===== src/rtl/controle_pilha.sv =====
// Round-robin sequencer in front of the return-address stack (pilha).
// Occupancy is tracked locally so overflow and underflow are rejected before the stack sees a toggle.
module controle_pilha #(
   parameter int PC_WIDTH         = 16,
   parameter int PILHA_WIDTH      = 3,
   parameter int PILHA_CTRL_WIDTH = 2,
   parameter logic [PILHA_CTRL_WIDTH-1:0] PILHA_RESET = 2'b00,
   parameter logic [PILHA_CTRL_WIDTH-1:0] PILHA_PUSH  = 2'b01,
   parameter logic [PILHA_CTRL_WIDTH-1:0] PILHA_POP   = 2'b10
) (
   input  logic                        clk,
   input  logic                        rst,
   input  logic                        req0,
   input  logic                        req1,
   input  logic [1:0]                  op0,
   input  logic [1:0]                  op1,
   input  logic [PC_WIDTH-1:0]         wdata0,
   input  logic [PC_WIDTH-1:0]         wdata1,
   output logic                        gnt0,
   output logic                        gnt1,
   output logic                        ack0,
   output logic                        ack1,
   output logic [PC_WIDTH-1:0]         rdata,
   output logic                        err,
   output logic [PILHA_WIDTH:0]        depth,
   output logic                        busy,
   output logic                        pilha_active,
   output logic [PILHA_CTRL_WIDTH-1:0] pilha_ctrl,
   output logic [PC_WIDTH-1:0]         pilha_data_in,
   input  logic [PC_WIDTH-1:0]         pilha_data_out,
   input  logic                        pilha_error
);

   typedef enum logic [2:0] {S_INIT, S_IDLE, S_ISSUE, S_WAIT, S_RESP} state_t;

   localparam logic [PILHA_WIDTH:0] MAX = {1'b0, {PILHA_WIDTH{1'b1}}};
   localparam logic [PILHA_WIDTH:0] ONE = {{PILHA_WIDTH{1'b0}}, 1'b1};

   state_t                        state_q, state_d;
   logic                          last_q, last_d;
   logic                          port_q, port_d;
   logic [1:0]                    op_q, op_d;
   logic [PC_WIDTH-1:0]           wdata_q, wdata_d;
   logic                          gnt0_q, gnt0_d, gnt1_q, gnt1_d;
   logic                          ack0_q, ack0_d, ack1_q, ack1_d;
   logic [PC_WIDTH-1:0]           rdata_q, rdata_d;
   logic                          err_q, err_d;
   logic                          reject_q, reject_d;
   logic                          toggled_q, toggled_d;
   logic [PILHA_WIDTH:0]          depth_q, depth_d;
   logic                          active_q, active_d;
   logic [PILHA_CTRL_WIDTH-1:0]   ctrl_q, ctrl_d;
   logic [PC_WIDTH-1:0]           data_in_q, data_in_d;
   logic                          pick;
   logic                          fail;

   always_ff @(posedge clk or posedge rst) begin
      if (rst) begin
         state_q   <= S_INIT;
         last_q    <= 1'b1;
         port_q    <= 1'b0;
         op_q      <= 2'b00;
         wdata_q   <= '0;
         gnt0_q    <= 1'b0;
         gnt1_q    <= 1'b0;
         ack0_q    <= 1'b0;
         ack1_q    <= 1'b0;
         rdata_q   <= '0;
         err_q     <= 1'b0;
         reject_q  <= 1'b0;
         toggled_q <= 1'b0;
         depth_q   <= '0;
         active_q  <= 1'b0;
         ctrl_q    <= PILHA_RESET;
         data_in_q <= '0;
      end else begin
         state_q   <= state_d;
         last_q    <= last_d;
         port_q    <= port_d;
         op_q      <= op_d;
         wdata_q   <= wdata_d;
         gnt0_q    <= gnt0_d;
         gnt1_q    <= gnt1_d;
         ack0_q    <= ack0_d;
         ack1_q    <= ack1_d;
         rdata_q   <= rdata_d;
         err_q     <= err_d;
         reject_q  <= reject_d;
         toggled_q <= toggled_d;
         depth_q   <= depth_d;
         active_q  <= active_d;
         ctrl_q    <= ctrl_d;
         data_in_q <= data_in_d;
      end
   end

   // Port 1 wins when alone, or when both request and port 0 was served last.
   assign pick = req1 & (~req0 | ~last_q);
   assign fail = reject_q | (toggled_q & pilha_error);

   always_comb begin
      state_d   = state_q;
      last_d    = last_q;
      port_d    = port_q;
      op_d      = op_q;
      wdata_d   = wdata_q;
      gnt0_d    = 1'b0;
      gnt1_d    = 1'b0;
      ack0_d    = 1'b0;
      ack1_d    = 1'b0;
      rdata_d   = rdata_q;
      err_d     = err_q;
      reject_d  = reject_q;
      toggled_d = toggled_q;
      depth_d   = depth_q;
      active_d  = active_q;
      ctrl_d    = ctrl_q;
      data_in_d = data_in_q;
      case (state_q)
         S_INIT: begin
            active_d = ~active_q;
            ctrl_d   = PILHA_RESET;
            state_d  = S_IDLE;
         end
         S_IDLE: begin
            if (req0 | req1) begin
               port_d  = pick;
               last_d  = pick;
               op_d    = pick ? op1 : op0;
               wdata_d = pick ? wdata1 : wdata0;
               gnt0_d  = ~pick;
               gnt1_d  = pick;
               state_d = S_ISSUE;
            end
         end
         S_ISSUE: begin
            reject_d  = 1'b0;
            toggled_d = 1'b0;
            case (op_q)
               2'b01: begin
                  if (depth_q == MAX) begin
                     reject_d = 1'b1;
                  end else begin
                     ctrl_d    = PILHA_PUSH;
                     data_in_d = wdata_q;
                     active_d  = ~active_q;
                     toggled_d = 1'b1;
                     rdata_d   = wdata_q;
                  end
               end
               2'b10: begin
                  if (depth_q == '0) begin
                     reject_d = 1'b1;
                  end else begin
                     rdata_d   = pilha_data_out;
                     ctrl_d    = PILHA_POP;
                     active_d  = ~active_q;
                     toggled_d = 1'b1;
                  end
               end
               2'b11: begin
                  ctrl_d    = PILHA_RESET;
                  active_d  = ~active_q;
                  toggled_d = 1'b1;
                  rdata_d   = '0;
               end
               default: reject_d = 1'b1;
            endcase
            state_d = S_WAIT;
         end
         S_WAIT: begin
            err_d = fail;
            if (!fail) begin
               case (op_q)
                  2'b01:   depth_d = depth_q + ONE;
                  2'b10:   depth_d = depth_q - ONE;
                  2'b11:   depth_d = '0;
                  default: depth_d = depth_q;
               endcase
            end
            ack0_d  = ~port_q;
            ack1_d  = port_q;
            state_d = S_RESP;
         end
         S_RESP: state_d = S_IDLE;
         default: state_d = S_INIT;
      endcase
   end

   assign gnt0          = gnt0_q;
   assign gnt1          = gnt1_q;
   assign ack0          = ack0_q;
   assign ack1          = ack1_q;
   assign rdata         = rdata_q;
   assign err           = err_q;
   assign depth         = depth_q;
   assign busy          = (state_q != S_IDLE);
   assign pilha_active  = active_q;
   assign pilha_ctrl    = ctrl_q;
   assign pilha_data_in = data_in_q;

endmodule


===== config.mk =====
export PLATFORM = sky130hd
export DESIGN_NAME = controle_pilha
export DESIGN_NICKNAME = d
export VERILOG_FILES = /design/src/rtl/controle_pilha.sv
export SDC_FILE = /design/constraint.sdc
export NUM_CORES = 1
export LEC_CHECK = 0
export CORE_ASPECT_RATIO = 1.1
export CORE_UTILIZATION = 46
export CTS_CLUSTER_DIAMETER = 150
export DETAILED_ROUTE_END_ITERATION = 10
export HOLD_SLACK_MARGIN = 0.06
export PLACE_DENSITY = 0.81
export SYNTH_ARGS = -nofsm -noshare
export SYNTH_HDL_FRONTEND = slang
export SYNTH_SLANG_ARGS = --single-unit
export TNS_END_PERCENT = 20

===== constraint.sdc =====
create_clock -name clk -period 3 [get_ports clk]
set_input_delay 0.6 -clock clk [delete_from_list [all_inputs] [get_ports clk]]
set_output_delay 0.6 -clock clk [all_outputs]
set_load 0.05 [all_outputs]

# --- Word-level counts from Yosys, hierarchy flattened ---
# Index checks and enable logic that the tools add are counted.
word_totals:
  register_bits: 69
  input_bits: 57
  wordCells: 84
op_classes:
  bitwise: 12
  n_eq_ne: 15
  n_mux: 28
  n_addsub: 2
  reduce_logical: 10
ops:
  columns: ["op", "count"]
  rows:
  - ["two-way mux 16 bit", 3]
  - ["one-hot mux 16 bit (3 select lines)", 1]
  - ["two-way mux 1 bit", 12]
  - ["one-hot mux 3 bit (4 select lines)", 1]
  - ["one-hot mux 4 bit (3 select lines)", 1]
  - ["one-hot mux 1 bit (3 select lines)", 3]
  - ["AND reduction 4 bit", 2]
  - ["inverter 1 bit", 7]
  - ["== test 3 x 2 -> 1 bit, second input constant", 2]
  - ["two-way mux 2 bit", 3]
  - ["inequality test 2 bit, second input constant", 3]
  - ["inequality test 3 bit, second input constant", 2]
  - ["one-hot mux 2 bit (3 select lines)", 1]
  - ["AND reduction 3 bit", 2]
  - ["adder 4 x 1 -> 4 bit, second input constant", 1]
  - ["== test 2 bit, second input constant", 2]
  - ["== test 4 x 3 -> 1 bit, second input constant", 1]
  - ["zero test 4 bit", 1]
  - ["inequality test 4 bit, second input constant", 1]
  - ["one-hot mux 2 bit (2 select lines)", 1]
  - ["subtractor 4 x 1 -> 4 bit, second input constant", 1]
  - ["== test 3 x 1 -> 1 bit, second input constant", 1]
  - ["== test 3 bit, second input constant", 1]
  - ["zero test 3 bit", 1]
  - ["other kinds (10)", 13]

# --- Depth between registers and ports, before layout ---
# Gate-level depths: netlist (run 1).
depth:
  depth_word: 6
  ltp_mapped: 8
  mapped_depth_nobuf: 7

# --- Worst setup path after synthesis (run 1) ---
# No wires, ideal clock.
synth_timing:
  path_kind: "register to register"
  start: "register depth_q[0] (netlist: depth[0])"
  end: "register rdata_q[0] (netlist: rdata[0])"
  path_buffers: 3
  path_slack_ns: 0.903
  setup_ns: 0.129
  path_stages_with_launch: 8
  t_arrival_ns: 1.968
  required_ns: 2.871
  cell_sequence: "dfrtp_1 > buf_6 > or4_4 > a21oi_4 > or2_1 > buf_6 > buf_8 > o21ai_0"
synth_between:
  elab_chain_cells: 3
  elab_cells_between_ends: 5
  classes_between: "eq/ne (3); reduce/logical (2)"
synth_lines:
  columns: ["item", "line_no", "text"]
  rows:
  - ["from (decl)", "50", "logic [PILHA_WIDTH:0] depth_q, depth_d;"]
  - ["from (signal assigned)", "90", "depth_q <= depth_d;"]
  - ["== test 4 x 3 -> 1 bit / zero test 4 bit (equally long branches)", "141, 152", null]
  - ["inequality test 2 bit (no source line)", null, null]
  - ["AND reduction 4 bit (no source line) (*)", null, null]
  - ["to (signal assigned)", "86", "rdata_q <= rdata_d;"]
  - ["to (decl)", "46", "logic [PC_WIDTH-1:0] rdata_q, rdata_d;"]
# Mark *: on every way between the ends. The rest lies on a longest branch, timed or not.
# A chain may end at the register's enable or synchronous reset.

# --- Worst setup path after layout (run 1) ---
layout_timing:
  start: "register state_q[1]"
  end: "output busy"
layout_between:
  elab_chain_cells: 1
layout_lines:
  columns: ["item", "line_no", "text"]
  rows:
  - ["from (decl)", "39", "state_t state_q, state_d;"]
  - ["from (signal assigned)", "77", "state_q <= state_d;"]
  - ["inequality test 3 x 1 -> 1 bit", "197", "assign busy = (state_q != S_IDLE);"]
  - ["to (decl)", "26", "output logic busy,"]
# No other way between the ends.

==> out/summary.md, run 1 <==
* Max FO, Critical Path: 8
* total global-route track usage: 22.5%
* slowest stage cell, crit path: clkdlybuf4s50_1
* Post-CTS Setup Repair Bufs: 0
* flip-flop cell with the highest count after synthesis: dfrtp_1
* cell area after layout: 4440 sq um
* initial antenna violation count: 0
* top-area cell type share of the netlist area: 54.1%
* Reg2Reg Setup Slack: 630 ps
* start of the worst register-to-register path: depth[0]
* remaining global-route overflow: 0
* first-pass GRT wire length: 11900 um
* source of the worst hold timing path: port_q
* final worst hold slack: 446 ps
* sequential fraction of the synthesis area: 55.0%
* Synth area leaders: dfrtp_1 (54%), o21ai_0 (8.8%), mux2_2 (6.1%)
* number of nets at the end of the flow: 449
* Setup crit start kind: flop
* largest net degree at the start of global routing: 46
* post-layout total power: 5.27 mW
* count of inserted antenna diode cells: 0
* Core Footprint: 6590 sq um
* Iter 0 DRT Violations: 130
* Max-Cap Viols: 0
* clock tree from TritonCTS: built
* classification of the worst-slack hold path: flop to flop
* endpoint of the lowest-slack register-to-register path: rdata[2]
* # port buffers: 101
* H-Tree Level Count: 3
* period utilisation layout: 86.3%
* post-DR vias/cell: 5.29
* CP cell instances: nor3b_2, inv_1, clkdlybuf4s50_1
* number of sinks handled by clock tree synthesis: 69
* final core area utilization: 67.3%
* number of buffers created by CTS: 9
* Starting Density: 47.7%
* worst vdd rail ir drop: 0.000617 V
* synth unique cells: 45
* final antenna-violating net count: 0
* number of setup violations in the final report: 0
* normalized max-slew margin: 62.4%
* most used standard cells in the synthesized netlist: dfrtp_1 (68), o21ai_0 (55), nand2_1 (24)
* die boundary height: 88.7 um
* CTS Buffer Depth: 2
* largest stage delay on the critical path: 700 ps
* number of cell instances on the worst register-to-register path: 4
* Die W: 80.8 um
* total power divided by cell area: 1190 nW/um^2
* number of optimization iterations in the first detailed-route pass: 6
* data arrival time of the critical path: 1990 ps
* post-detailed-route wirelength per cell: 15.9 um
* crit path capture type: output pin
* vias in the first global route: 2463
* quantity of hold-fixing buffers added after cts: 0
* synthesis-to-layout area growth: 41.2%
* maximum clock skew at final layout: 12.3 ps
* Fmax achieved: 0.386 GHz
* number of max-slew violations in the final report: 0
* sum of negative setup slack: 0 ps
* worst skew pair latency: 340 ps
* DRC errors left: 0
* result of the run: finished, final reports clean
* routed via count: 2525
* clock-pin transition on the worst setup and hold timing paths: 70 ps
* post-DP HPWL: 5560 um
* library cell used as clock root buffer: clkbuf_8
* Final min period: 2590 ps
* cell family with most CP delay: buffers and inverters
* count of flip-flops with a built-in enable after synthesis: 0
* required arrival time at the worst endpoint: 2400 ps
* area of the die: 7170 sq um
* worst setup path class: flop to output pin
* share of synthesized registers carrying an async set or reset: 100%
* reported leakage power: 1.90 nW
* Yosys Warn Count: 0
* Seq cells post-synth: 69
* synthesized cell area: 3140 sq um
* worst-case hold path end point: ack0
* critical path depth: 3
* synthesized area per cell: 10.9 sq um
* setup repair after global routing missed its margin: no
* Cell Area, Placed: 4230 sq um
* number of failing hold endpoints at the final stage: 0
* cell accounting for the most synthesized area: dfrtp_1
* layout cell share with drive strength beyond 1: 11.6%
* Detailed Route WL: 7600 um
* most frequent cell after synthesis: dfrtp_1
* synthesized netlist net count: 347
* Top-Level Pins: 102
* synthesized netlist cell count: 288
* Tightest Pin Transition: 563 ps
* Site Rows: 31
* post-cts gate resize count: 0
* WP buf/inv: 2
* final weighted congestion of routability-driven global placement: 0.841
* number of instances on the worst hold path: 1
-- through the flow --
stage,setup slack [ps],std cells
2_1_floorplan,662,288
3_3_place_gp,787,461
3_5_place_dp,685,461
4_1_cts,421,477
5_1_grt,333,477
6_report,410,477
-- placed cells by master (no fill, tap or decap), types with 2 or more instances in the layout --
master / n
nand2_1: 24
nand2b_1: 4
ha_1: 2
a31oi_1: 2
clkbuf_1: 3
xnor2_1: 2
a22o_1: 2
dfrtp_1: 68
clkbuf_8: 12
clkdlybuf4s50_1: 101
nor2_1: 9
nor3b_2: 2
nor2b_1: 16
inv_1: 2
buf_4: 6
mux2_2: 17
o21ai_0: 54
and2_1: 2
a21oi_1: 21
mux2i_1: 18
-- worst max-delay path by stage --
stage,from,endpoint,slack (ps)
final,state_q[1],busy,410
after global routing,state_q[1],busy,330
after CTS,state_q[1],busy,420
after detailed placement,depth[1],rdata[3],690
after global placement,pilha_error,depth[0],790
after floorplan,rst,ack0,660
-- power breakdown --
part	internal (mW)	switching, mW
logic	1.04	1.74
clock network	0.454	0.328
registers	1.36	0.350
-- layout make-up --
class	count	area, sq um
Fill cell	522	2160
Sequential cell	69	1730
Multi-Input combinational cell	198	1310
Timing Repair Buffer	108	1080
Clock buffer	15	176
Tap cell	82	103
Clock inverter	1	30.0
Inverter	4	15.0
-- worst reg2reg max path, stage by stage, from the launching register on --
cell     delay, ps
dfrtp_1        500
or4_4          600
a21oi_4        400
or2_1          530
o21ai_0        190
-- logic make-up (layout without fill, tap and decap cells) --
family / after synthesis / in the layout / synth area share, %
AO/OA/AOI/OAI: 94 / 94 / 17.1
flip-flops: 69 / 69 / 55.0
AND/OR/NAND/NOR: 63 / 63 / 10.5
multiplexers: 35 / 35 / 11.8
buffers and inverters: 21 / 128 / 3.62
adder cells (fa/ha/maj): 3 / 3 / 1.11
XOR/XNOR: 3 / 3 / 0.836
-- layer usage --
metal	track usage, %	share of wire, %	up-vias
met5	0	0	-
met4	11.2	2.7	0
met3	5.26	5.3	20
met2	34.9	49	91
met1	29.5	43	1198
li1	-	-	1216
-- flip-flops by register name, summed over array words and instances, names as in the netlist --
| name | flops |
|---|---|
| ack0 | 1 |
| ack1 | 1 |
| depth | 4 |
| err | 1 |
| gnt0 | 1 |
| gnt1 | 1 |
| last_q | 1 |
| op_q | 2 |
| pilha_active | 1 |
| pilha_ctrl | 2 |
| pilha_data_in | 16 |
| port_q | 1 |
| rdata | 16 |
| reject_q | 1 |
| state_q | 3 |
| toggled_q | 1 |
| wdata_q | 16 |
(Power assumes the default switching activity.)
==> inputs of run 2 (changes only) <==
--- a/config.mk
+++ b/config.mk
@@ -9,9 +9,9 @@
 export CORE_UTILIZATION = 46
 export CTS_CLUSTER_DIAMETER = 150
 export DETAILED_ROUTE_END_ITERATION = 10
+export GPL_ROUTABILITY_DRIVEN = 0
 export HOLD_SLACK_MARGIN = 0.06
 export PLACE_DENSITY = 0.81
 export SYNTH_ARGS = -nofsm -noshare
 export SYNTH_HDL_FRONTEND = slang
 export SYNTH_SLANG_ARGS = --single-unit
-export TNS_END_PERCENT = 20
==> results of run 2 <==
No change in the layout: final DEF, timing and power equal those of run 1.
